**src/rtl/ram_port_arbiter.sv**
```systemverilog
// Round-robin arbiter feeding one RAM from two req/ack ports.
// The winning transaction becomes registered a/d/wr/rd strobes, and read data is captured after READ_LAT.
module ram_port_arbiter #(
  parameter int DATA_    = 8,
  parameter int ADDR_    = 15,
  parameter int READ_LAT = 1
) (
  input  logic             clk,
  input  logic             rst,
  input  logic             p0_req,
  input  logic             p0_we,
  input  logic [ADDR_-1:0] p0_addr,
  input  logic [DATA_-1:0] p0_wdata,
  output logic             p0_ack,
  output logic [DATA_-1:0] p0_rdata,
  input  logic             p1_req,
  input  logic             p1_we,
  input  logic [ADDR_-1:0] p1_addr,
  input  logic [DATA_-1:0] p1_wdata,
  output logic             p1_ack,
  output logic [DATA_-1:0] p1_rdata,
  output logic [ADDR_-1:0] a,
  output logic [DATA_-1:0] d,
  output logic             wr,
  output logic             rd,
  input  logic [DATA_-1:0] q,
  output logic             busy
);

  typedef enum logic [1:0] {IDLE, ISSUE, WAIT, ACK} state_t;

  state_t           state, state_n;
  logic             gnt, gnt_n;
  logic             we_r, we_n;
  logic             rr_last, rr_n;
  logic [ADDR_-1:0] a_n;
  logic [DATA_-1:0] d_n, r0_n, r1_n;
  logic             wr_n, rd_n;
  logic [1:0]       cnt, cnt_n;

  always_comb begin
    state_n = state;
    gnt_n   = gnt;
    we_n    = we_r;
    rr_n    = rr_last;
    a_n     = a;
    d_n     = d;
    wr_n    = 1'b0;
    rd_n    = 1'b0;
    cnt_n   = cnt;
    r0_n    = p0_rdata;
    r1_n    = p1_rdata;
    p0_ack  = 1'b0;
    p1_ack  = 1'b0;
    case (state)
      IDLE: begin
        if (p0_req || p1_req) begin
          // rr_last only moves on a genuine tie; a lone requester leaves it alone
          if (p0_req && p1_req) begin
            gnt_n = ~rr_last;
            rr_n  = ~rr_last;
          end else begin
            gnt_n = p1_req;
          end
          we_n    = gnt_n ? p1_we   : p0_we;
          a_n     = gnt_n ? p1_addr : p0_addr;
          d_n     = we_n ? (gnt_n ? p1_wdata : p0_wdata) : '0;
          wr_n    = we_n;
          rd_n    = ~we_n;
          state_n = ISSUE;
        end else begin
          a_n = '0;
          d_n = '0;
        end
      end
      ISSUE: begin
        if (we_r) begin
          state_n = ACK;
        end else begin
          cnt_n   = 2'(READ_LAT - 1);
          state_n = WAIT;
        end
      end
      WAIT: begin
        if (cnt == '0) begin
          if (gnt) r1_n = q;
          else     r0_n = q;
          state_n = ACK;
        end else begin
          cnt_n = cnt - 2'd1;
        end
      end
      ACK: begin
        p0_ack  = ~gnt;
        p1_ack  = gnt;
        state_n = IDLE;
      end
      default: state_n = IDLE;
    endcase
  end

  assign busy = (state != IDLE);

  always_ff @(posedge clk) begin
    if (rst) begin
      state    <= IDLE;
      gnt      <= 1'b0;
      we_r     <= 1'b0;
      rr_last  <= 1'b1;
      a        <= '0;
      d        <= '0;
      wr       <= 1'b0;
      rd       <= 1'b0;
      cnt      <= '0;
      p0_rdata <= '0;
      p1_rdata <= '0;
    end else begin
      state    <= state_n;
      gnt      <= gnt_n;
      we_r     <= we_n;
      rr_last  <= rr_n;
      a        <= a_n;
      d        <= d_n;
      wr       <= wr_n;
      rd       <= rd_n;
      cnt      <= cnt_n;
      p0_rdata <= r0_n;
      p1_rdata <= r1_n;
    end
  end

endmodule
```
**config.mk**
```make
export PLATFORM = sky130hd
export DESIGN_NAME = ram_port_arbiter
export DESIGN_NICKNAME = d
export VERILOG_FILES = /design/src/rtl/ram_port_arbiter.sv
export SDC_FILE = /design/constraint.sdc
export NUM_CORES = 1
export LEC_CHECK = 0
export CORE_MARGIN = 4
export CORE_UTILIZATION = 43
export CTS_CLUSTER_SIZE = 16
export DETAILED_ROUTE_END_ITERATION = 6
export PLACE_DENSITY = 0.95
export SLEW_MARGIN = 20
export SYNTH_ARGS = -nofsm -noshare
export SYNTH_HDL_FRONTEND = slang
export SYNTH_SLANG_ARGS = --single-unit
```
**constraint.sdc**
```tcl
create_clock -name clk -period 3.4 [get_ports clk]
set_clock_uncertainty 0.1 [all_clocks]
set_input_delay 0.68 -clock clk [delete_from_list [all_inputs] [get_ports clk]]
set_output_delay 0.68 -clock clk [all_outputs]
set_load 0.02 [all_outputs]
```
Yosys cells after proc, flatten, opt, wreduce, memory -nomap -nowiden
Index checks and enable logic that the tools add are counted.
{ "op_classes": {"add_sub_neg": 1, "mul": 0, "div_mod_pow": 0, "order_cmp": 0, "n_eq_ne": 7, "n_shift": 0, "mux": 18, "n_bitwise": 5, "reduce_logical": 13} }
{ "op_table": {"columns": ["op", "n"], "rows": [
  ["$mux W15", 2],
  ["$mux W8", 3],
  ["$reduce_and A3 Y1", 4],
  ["$mux W2", 4],
  ["$ne A2 B2 Y1 const B", 4],
  ["$pmux W2 S4", 1],
  ["$mux W1", 7],
  ["$not A1 Y1", 5],
  ["$eq A2 B2 Y1 const B", 2],
  ["$logic_not A2 Y1", 2],
  ["$pmux W2 S2", 1],
  ["$reduce_and A2 Y1", 2],
  ["$reduce_bool A2 Y1", 2],
  ["$reduce_or A3 Y1", 1],
  ["$eq A2 B1 Y1 const B", 1],
  ["$sub A2 B1 Y2 const B", 1],
  ["$logic_and A1 B1 Y1", 1],
  ["$logic_or A1 B1 Y1", 1]
]} }
{ "word_totals": {"reg_bits": 48, "latch_bits": 0, "ram_bits": 0, "rom_bits": 0, "inputBits": 60, "out_inout_bits": 44, "elab_cells": 55, "memories": 0} }

Logic depth before layout (Yosys ltp)
Gate-level depths: netlist of run 1.
{ "depth": {"depth_word": 7, "depth_mapped": 7, "depth_no_buf": 5} }

Least setup slack after synthesis of run 1
OpenSTA, ideal clock, no wires.
{ "synth_path": {"path_kind": "input to register", "from": "input port rst", "to": "register a[10]", "setup_ps": 122, "arrival_ps": 1555, "required_ps": 3178, "path_slack_ps": 1623, "stages": 5, "path_buffers": 2, "path_cell_list": "buf_2 > nand2b_1 > nor2_2 > buf_2 > a221o_1"} }
{ "synth_rtl": {"columns": ["element", "line", "text"], "rows": [
  ["from (decl)", "9", "input logic rst,"],
  ["to (signal assigned)", "122", "a <= a_n;"],
  ["to (decl)", "22", "output logic [ADDR_-1:0] a,"]
]} }

Final worst setup path of run 1
{ "layout_path": {"from": "register state[0]", "to": "output port busy"} }
{ "layout_between": {"elab_chain_len": 1} }
{ "layout_rtl": {"columns": ["element", "line", "text"], "rows": [
  ["from (decl)", "32", "state_t state, state_n;"],
  ["from (signal assigned)", "118", "state <= state_n;"],
  ["$reduce_bool A2 Y1", "102", "assign busy = (state != IDLE);"],
  ["to (decl)", "27", "output logic busy"]
]} }
Every way passes these cells.

==> results_dict.tcl, run 1 <==
set metrics [dict create \
    rsz0062_at_grt "no" \
    floorplan.initialDensity_pct 45.4 \
    number_of_buffer_and_inverter_stages_on_the_critical_path 3 \
    internal-power_mw 1.27 \
    buffers_added_on_ports 103 \
    avgViaCountPerCell 5.19 \
    worst-path-max-fanout 7 \
    ioPinCount 104 \
    timing.slew.headroom_pct 33.5 \
    holdPathStages 2 \
    area_growth_pct 56.9 \
    fin_hold_ws_ns 0.401 \
    critical-path-slowest-cell "sky130_fd_sc_hd__clkdlybuf4s50_1" \
    clock_slew_seen_by_the_registers_of_the_worst_setup_and_hold_paths_ns 0.08 \
    ys_seq_elements 48 \
    cp_top_family "buffers and inverters" \
    cap_violations 0 \
    synthDistinctLibCells 37 \
    hpwlAfterDp_mm 4.13 \
    grt_antenna_before_repair 0 \
    drt_first_iter_violations 56 \
    nets 362 \
    comb_power_share_pct 43.3 \
    num_antenna_cells 0 \
    yosysWarnings 0 \
    fp.dieH_um 76.8 \
    critical_path_arrival_ns 1.84 \
    drt_pre_antenna_iters 4 \
    cpPeakStageDelay_ns 0.62 \
    holdBufCountCts 0 \
    postPlaceCellArea_um2 3090 \
    fin_crit_sh_pct 77.0 \
    critPathKind "reg2out" \
    postSynthAreaPerCell_um2 10.4 \
    period_needed_ns 2.62 \
    grt_pass1_wl_mm 8.83 \
    total_switching_power_mw 0.681 \
    setup_total_negative_slack_ns 0 \
    clock_power_share_pct 18.0 \
    setup_slack_ns 0.780 \
    top_area_cells_in_the_synthesized_netlist "sky130_fd_sc_hd__dfxtp_1, sky130_fd_sc_hd__a221o_1, sky130_fd_sc_hd__mux2i_1" \
    most-common-layout-cells "sky130_fd_sc_hd__clkdlybuf4s50_1, sky130_fd_sc_hd__dfxtp_1, sky130_fd_sc_hd__a221o_1" \
    ant_nets 0 \
    grt_pass1_vias 1861 \
    syn_nets 261 \
    cts_tree "done" \
    static-leakage-power_nw 1.33 \
    async_flop_share_pct 0 \
    vias 1813 \
    synthDominantCellAreaShare_pct 47.3 \
    tritoncts.num_buffers 5 \
    gr-total-overflow 0 \
    power.switching_fraction_pct 34.9 \
    cts_htree_levels 2 \
    postCtsResizedCells 0 \
    grt.total_usage_pct 18.3 \
    place_worst_setup_slack_ns 0.680 \
    critPathRequiredTime_ns 2.62 \
    design.die.area_um2 5890 \
    post_synthesis_cell_count 195 \
    timing.final.hold_violations 0 \
    cts_setup_buffers 0 \
    clk_root_buffer_cell "sky130_fd_sc_hd__clkbuf_8" \
    cpMostUsedCell "sky130_fd_sc_hd__inv_1" \
    synthDominantAreaCellType "sky130_fd_sc_hd__dfxtp_1" \
    final_number_of_max_transition_violations 0 \
    synth_flop_cell "sky130_fd_sc_hd__dfxtp_1" \
    hold_path.class "reg2reg" \
    outcome "completed" \
    coreArea_um2 4470 \
    maximum_number_of_pins_on_one_net_before_global_route_repair 24 \
    drc 0 \
    dieWidth_um 76.8 \
    floorplan.rows 24 \
    clock_insertion_delay_worst_skew_ns 0.29 \
    crit_path_cell_trace "inv_1 > ha_1 > inv_1 > clkdlybuf4s50_1" \
    setup_viol_count_final 0 \
    setup.worst_path.end_class "primary output" \
    post_route_cells_drive_above_1_share_pct 5.72 \
    detail_route.wirelength_mm 5.39 \
    gp_congestion 0.743 \
    yosysSeqAreaShare_pct 47.3 \
    worst-path-stages 4 \
    worst-slew-pin-transition_ns 0.993 \
    syn_area_um2 2030 \
    max-vdd-ir-drop_mv 0.253 \
    start_kind "flop" \
    postLayoutCoreUtil_pct 71.3 \
    clock-sinks 48 \
    synth-edff-count 0 \
    powerDensity_nw_per_um2 612 \
    wl_per_cell_um 15.4 \
    finalInstanceArea_um2 3190 \
    layout_commonest_cell "sky130_fd_sc_hd__clkdlybuf4s50_1" \
    power.share.sequential_pct 38.6 \
    cts.path.max_buffers 2 \
    clock.fmax_mhz 382 \
    r2r.worst_path.cells 5 \
]
cells in the mapped netlist, types with 2 or more instances:
cell,n
sky130_fd_sc_hd__nand3b_1,2
sky130_fd_sc_hd__nand2_1,4
sky130_fd_sc_hd__a21oi_1,2
sky130_fd_sc_hd__nor3b_1,2
sky130_fd_sc_hd__inv_1,7
sky130_fd_sc_hd__a221o_1,23
sky130_fd_sc_hd__buf_2,4
sky130_fd_sc_hd__clkbuf_1,5
sky130_fd_sc_hd__dfxtp_1,48
sky130_fd_sc_hd__o31ai_1,2
sky130_fd_sc_hd__and2_0,5
sky130_fd_sc_hd__ha_1,6
sky130_fd_sc_hd__and2_1,19
sky130_fd_sc_hd__nor2_1,21
sky130_fd_sc_hd__mux2i_1,18
sky130_fd_sc_hd__nor2b_1,2
sky130_fd_sc_hd__o21a_1,4
sky130_fd_sc_hd__nor3_2,2
worst paths after layout:
path	start	end	slack, ns
worst max-delay path	state[0]	busy	0.78
worst min-delay path	p0_rdata[4]	p0_rdata[4]	0.40
worst max register to register	state[0]	a[13]	1.22
worst min register to register	p0_rdata[4]	p0_rdata[4]	0.40
area by class of cell:
class | count | area [µm²]
Sequential cell | 48 | 961
Clock inverter | 2 | 13.8
Tap cell | 52 | 65.1
Inverter | 7 | 26.3
Fill cell | 329 | 1280
Clock buffer | 6 | 82.6
Multi-Input combinational cell | 130 | 1000
Timing Repair Buffer | 104 | 1040
per-layer routing:
layer  GRT usage (%)  share of wire, %
met5               0                 0
met4            5.43              0.61
met2            32.8                48
met3            6.67               9.0
met1            20.2                43
kinds of logic after synthesis:
| kind of cell | Yosys count | share of synthesized area [%] |
|---|---|---|
| and+or+nand+nor | 66 | 18.8 |
| xor gates and xnor gates | 1 | 0.431 |
| buffers and inverters | 17 | 3.57 |
| DFF | 48 | 47.3 |
| adders and majority gates | 6 | 3.69 |
| muxes | 18 | 8.86 |
| AOI/OAI and AO/OA | 39 | 17.4 |
state kept, by name (all words and copies together) (netlist names), 2 cells and up:
register,count
p0_rdata,8
cnt,2
p1_rdata,8
a,15
d,8
state,2
power by group through the flow:
stage          combinational, mW  clock, mW  sequential, mW
6_report                   0.847      0.352           0.755
5_1_grt                    0.918      0.388           0.768
4_1_cts                    0.852      0.364           0.754
3_5_place_dp               0.850          0           0.763
3_3_place_gp               0.828          0           0.762
2_1_floorplan              0.391          0           0.863
worst register-to-register path: stages (launching register included):
cell and delay (ns):
sky130_fd_sc_hd__dfxtp_1 0.35, sky130_fd_sc_hd__inv_1 0.13, sky130_fd_sc_hd__ha_1 0.32, sky130_fd_sc_hd__nand2_2 0.14
sky130_fd_sc_hd__nor3_2 0.81, sky130_fd_sc_hd__a221o_1 0.29
through the flow:
stage / total power [mW] / cells
floorplan: 1.25 / 195
global placement: 1.59 / 341
detailed placement: 1.61 / 341
CTS: 1.97 / 349
global route: 2.07 / 349
finish: 1.95 / 349
Power figures use the tool's default switching activity.
==> run 2: changes to the inputs <==
--- a/config.mk
+++ b/config.mk
@@ -6,10 +6,10 @@
 export NUM_CORES = 1
 export LEC_CHECK = 0
 export CORE_MARGIN = 4
-export CORE_UTILIZATION = 43
+export CORE_UTILIZATION = 36
 export CTS_CLUSTER_SIZE = 16
 export DETAILED_ROUTE_END_ITERATION = 6
-export PLACE_DENSITY = 0.95
+export PLACE_DENSITY = 0.87
 export SLEW_MARGIN = 20
 export SYNTH_ARGS = -nofsm -noshare
 export SYNTH_HDL_FRONTEND = slang
==> constraint.sdc (replaced) <==
create_clock -name clk -period 2.35 [get_ports clk]
set_clock_uncertainty 0.1 [all_clocks]
set_input_delay 0.47 -clock clk [delete_from_list [all_inputs] [get_ports clk]]
set_output_delay 0.47 -clock clk [all_outputs]
set_load 0.02 [all_outputs]
==> results_dict.tcl, run 2 (synthesis results as in run 1) <==
set metrics [dict create \
    outcome "completed" \
    dieWidth_um 83.2 \
    postLayoutCoreUtil_pct 58.4 \
    rsz0062_at_grt "no" \
    layout_commonest_cell "sky130_fd_sc_hd__clkdlybuf4s50_1" \
    fin_crit_sh_pct 93.4 \
    hold_path.class "reg2reg" \
    buffers_added_on_ports 103 \
    clock_slew_seen_by_the_registers_of_the_worst_setup_and_hold_paths_ns 0.09 \
    fin_hold_ws_ns 0.400 \
    grt_pass1_wl_mm 9.07 \
    period_needed_ns 2.19 \
    place_worst_setup_slack_ns -0.0292 \
    setup.worst_path.end_class "primary output" \
    cts_tree "done" \
    grt.total_usage_pct 15.9 \
    nets 363 \
    clk_root_buffer_cell "sky130_fd_sc_hd__clkbuf_8" \
    ant_nets 0 \
    floorplan.rows 27 \
    maximum_number_of_pins_on_one_net_before_global_route_repair 24 \
    num-fill-cells 483 \
    most-common-layout-cells "sky130_fd_sc_hd__clkdlybuf4s50_1, sky130_fd_sc_hd__dfxtp_1, sky130_fd_sc_hd__a221o_1" \
    fp.dieH_um 83.2 \
    avgViaCountPerCell 4.92 \
    cts_setup_buffers 0 \
    cap_violations 0 \
    powerDensity_nw_per_um2 873 \
    vias 1820 \
    worst-path-max-fanout 5 \
    grt_pass1_vias 1930 \
    post_route_cells_drive_above_1_share_pct 5.37 \
    gr-total-overflow 0 \
    setup_slack_ns 0.156 \
    start_kind "flop" \
    drc 0 \
    setup_viol_count_final 0 \
    num_antenna_cells 0 \
    drt_pre_antenna_iters 6 \
    clock-sinks 48 \
    place.detailed.instances 362 \
    holdPathStages 2 \
    cts.path.max_buffers 2 \
    cts_htree_levels 2 \
    clock_insertion_delay_worst_skew_ns 0.29 \
    drt_first_iter_violations 68 \
    floorplan.initialDensity_pct 36.9 \
    holdBufCountCts 0 \
    critical_path_arrival_ns 1.62 \
    multiInputGateArea_um2 1000 \
    top_register "a" \
    area_growth_pct 58.1 \
    worst-slew-pin-transition_ns 0.980 \
    grt_antenna_before_repair 0 \
    timing.final.hold_violations 0 \
    detail_route.wirelength_mm 5.59 \
    hpwlAfterDp_mm 4.22 \
    clock.fmax_mhz 456 \
    static-leakage-power_nw 1.33 \
    wl_per_cell_um 15.1 \
    max-vdd-ir-drop_mv 0.370 \
    ioPinCount 104 \
    critPathRequiredTime_ns 1.78 \
    layout.cells.non_filler 370 \
    r2r.worst_path.cells 5 \
    timing.slew.headroom_pct 34.3 \
    coreArea_um2 5510 \
    tritoncts.num_buffers 5 \
    critPathKind "reg2out" \
    largest_reg_flops 15 \
    design.die.area_um2 6910 \
    setup_total_negative_slack_ns 0 \
    seq_area_um2 961 \
    gp_congestion 0.807 \
    final_number_of_max_transition_violations 0 \
]
==> run 2: cell types whose count changed in the layout (fill, tap and decap cells not counted) <==
cell and change:
sky130_fd_sc_hd__clkinv_2 -1, sky130_fd_sc_hd__buf_4 +1, sky130_fd_sc_hd__dlygate4sd2_1 +1, sky130_fd_sc_hd__clkbuf_1 +2, sky130_fd_sc_hd__inv_6 -1, sky130_fd_sc_hd__clkdlybuf4s50_1 -1
==> run 2: layer usage <==
layer  part of all wire (%)  wire, µm  vias to the layer above  GRT usage [%]
met5                      0         0                        -              0
met4                   0.47        26                        0           3.57
met3                    6.7       374                        2           4.17
met2                     50      2790                       82           28.5
met1                     43      2400                      829           18.9
li1                       -         -                      907              -
==> run 2: worst paths after layout <==
check / from / slack, ns / end
max: state[1] / 0.16 / p0_ack
min: p1_rdata[2] / 0.40 / p1_rdata[2]
max reg2reg: state[0] / 0.18 / a[13]
min reg2reg: p1_rdata[2] / 0.40 / p1_rdata[2]
==> run 2: per-stage QoR <==
step	total power, mW	area (µm²)
6_report	2.81	3210
2_1_floorplan	1.81	2030
3_3_place_gp	2.30	3120
3_5_place_dp	2.34	3130
4_1_cts	2.83	3210
5_1_grt	2.98	3210
==> run 2: worst max-delay path, cell delays in order (launching register included) <==
cell                              delay, ns
sky130_fd_sc_hd__dfxtp_1               0.42
sky130_fd_sc_hd__ha_1                  0.18
sky130_fd_sc_hd__nor2b_1               0.12
sky130_fd_sc_hd__clkdlybuf4s50_1       0.61
==> run 2: timing repair <==
action	4_1_cts	5_1_grt
endpoints found under the setup margin	1	0
resized for setup	1	0
endpoints found under the hold margin	0	0
==> run 2: power breakdown <==
part	switching, mW	internal, mW
sequential	0.106	0.982
combinational	0.615	0.611
clock	0.252	0.240
total	0.974	1.83
==> run 2: cell type report <==
cell class                 instances  area share [%]
multi-input combinational        130            31.2
clock buffer                       8            2.80
tap                               72            2.80
inverter                           7           0.817
sequential                        48            29.9
timing repair buffer             105            32.5
==> run 3: changes to the inputs <==
--- a/config.mk
+++ b/config.mk
@@ -5,7 +5,6 @@
 export SDC_FILE = /design/constraint.sdc
 export NUM_CORES = 1
 export LEC_CHECK = 0
-export CORE_MARGIN = 4
 export CORE_UTILIZATION = 36
 export CTS_CLUSTER_SIZE = 16
 export DETAILED_ROUTE_END_ITERATION = 6
==> constraint.sdc (replaced) <==
create_clock -name clk -period 2.35 [get_ports clk]
set_clock_uncertainty 0.1 [all_clocks]
set_input_delay 0.5875 -clock clk [delete_from_list [all_inputs] [get_ports clk]]
set_output_delay 0.5875 -clock clk [all_outputs]
set_load 0.02 [all_outputs]
==> results_dict.tcl, run 3 (synthesis results as in run 1) <==
set metrics [dict create \
    outcome "completed" \
    worst-path-max-fanout 15 \
    setup.worst_path.end_class "flop" \
    cts_tree "done" \
    grt.total_usage_pct 18.6 \
    worstHoldEndpoint "p0_rdata[3]" \
    timing.hold.worst.start "p0_rdata[3]" \
    wl_per_cell_um 13.9 \
    dieWidth_um 77.2 \
    holdPathStages 2 \
    drt_pre_antenna_iters 4 \
    cap_violations 0 \
    coreArea_um2 5270 \
    layout_commonest_cell "sky130_fd_sc_hd__clkdlybuf4s50_1" \
    critical-path-slowest-cell "sky130_fd_sc_hd__nor3_2" \
    grt_pass1_vias 1867 \
    seq_area_um2 962 \
    num-fill-cells 456 \
    postLayoutCoreUtil_pct 62.0 \
    clock_slew_seen_by_the_registers_of_the_worst_setup_and_hold_paths_ns 0.09 \
    number_of_buffer_and_inverter_stages_on_the_critical_path 2 \
    clock.fmax_mhz 459 \
    hold_path.class "reg2reg" \
    cts_setup_buffers 0 \
    setup_viol_count_final 0 \
    avgViaCountPerCell 4.96 \
    worst-path-stages 4 \
    ioPinCount 104 \
    vias 1841 \
    floorplan.rows 26 \
    cp_top_family "simple AND/OR/NAND/NOR gates" \
    fin_crit_sh_pct 92.6 \
    num_antenna_cells 0 \
    clk_root_buffer_cell "sky130_fd_sc_hd__clkbuf_8" \
    powerDensity_nw_per_um2 897 \
    crit_path_cell_trace "clkdlybuf4s50_1 > buf_4 > nor3_2 > a221o_1" \
    maximum_number_of_pins_on_one_net_before_global_route_repair 24 \
    grt_antenna_before_repair 0 \
    r2r_end "a[0]" \
    multiInputGateArea_um2 1000 \
    area_growth_pct 60.7 \
    clock_insertion_delay_worst_skew_ns 0.30 \
    fp.dieH_um 77.2 \
    place_worst_setup_slack_ns -0.175 \
    gr-total-overflow 0 \
    setup_slack_ns 0.173 \
    r2r.worst_path.cells 5 \
    detail_route.wirelength_mm 5.15 \
    start_kind "input pin" \
    top_register "a" \
    timing.final.hold_violations 0 \
    nets 366 \
    max-vdd-ir-drop_mv 0.478 \
    critPathKind "in2reg" \
    rsz0062_at_grt "no" \
    ff2ff_setup_slack_ns 0.34 \
    hpwlAfterDp_mm 3.92 \
    period_needed_ns 2.18 \
    cts.path.max_buffers 2 \
    gp_congestion 0.807 \
    cpPeakStageDelay_ns 0.74 \
    static-leakage-power_nw 1.39 \
    drt_first_iter_violations 107 \
    most-common-layout-cells "sky130_fd_sc_hd__clkdlybuf4s50_1, sky130_fd_sc_hd__dfxtp_1, sky130_fd_sc_hd__a221o_1" \
    tritoncts.num_buffers 5 \
    worst-slew-pin-transition_ns 0.894 \
    critical_path.reg2reg.startpoint "state[0]" \
    floorplan.initialDensity_pct 38.6 \
    grt_pass1_wl_mm 8.61 \
    drc 0 \
    post_route_cells_drive_above_1_share_pct 7.64 \
    clock-sinks 48 \
    critical_path_arrival_ns 2.32 \
    buffers_added_on_ports 103 \
    fin_hold_ws_ns 0.402 \
    cts_htree_levels 2 \
    largest_reg_flops 15 \
    final_number_of_max_transition_violations 0 \
    timing.slew.headroom_pct 40.0 \
    ant_nets 0 \
    critPathRequiredTime_ns 2.49 \
    design.die.area_um2 5950 \
]
-- run 3: cell count changes in the layout (fill, tap and decap cells not counted), sizes merged --
cell / previous run / this run
buf: 2 / 5
dlymetal6s2s: 0 / 2
inv: 7 / 8
clkbuf: 8 / 5
clkdlybuf4s50: 102 / 100
clkinvlp: 0 / 1
bufinv: 0 / 1
-- run 3: what timing repair did --
action / in CTS / in global routing
hold buffers: 0 / 0
pin swaps: 0 / 0
resized for setup: 1 / 4
setup endpoints to repair: 1 / 3
endpoints found under the hold margin: 0 / 0
-- run 3: per-layer routing --
metal	routed length, µm	share of wire, %	GRT usage [%]
met1	2210	43	22.0
met2	2510	49	31.5
met3	343	6.7	5.48
met4	89	1.7	6.79
met5	0	0	0
-- run 3: worst min-delay path: cells and delay by family (launching register included) --
| kind | cells | cell delay (ns) |
|---|---|---|
| flip-flops | 1 | 0.33 |
| multiplexers | 1 | 0.07 |
| AND/OR/NAND/NOR | 1 | 0.07 |
-- run 3: layout make-up --
type,instances,area share (%)
Clock buffer,5,2.11
Clock inverter,3,1.42
Inverter,7,0.804
Multi-Input combinational cell,130,30.7
Sequential cell,48,29.4
Tap cell,70,2.68
Timing Repair Buffer,108,32.8
-- run 3: worst max-delay path by stage --
stage          startpoint  endpoint  slack [ns]
2_1_floorplan         rst     a[10]        0.67
3_3_place_gp          rst      d[3]       -0.12
3_5_place_dp          rst      a[0]       -0.18
4_1_cts          state[1]    p0_ack       0.004
5_1_grt               rst      a[0]        0.05
6_report              rst      a[0]        0.17
-- run 3: metrics by stage --
| step | std cells | total power [mW] | setup TNS (ns) | cell area, µm² |
|---|---|---|---|---|
| after CTS | 371 | 2.96 | 0 | 3260 |
| after detailed placement | 363 | 2.35 | -3.41 | 3140 |
| after global routing | 371 | 3.12 | 0 | 3270 |
| after floorplan | 195 | 1.81 | 0 | 2030 |
| after global placement | 363 | 2.32 | -2.50 | 3140 |
| final | 371 | 2.93 | 0 | 3270 |
-- run 3: where the power goes --
part	switching (mW)	internal, mW	total (mW)
Combinational	0.605	0.625	1.23
Clock	0.285	0.321	0.606
Sequential	0.111	0.984	1.09
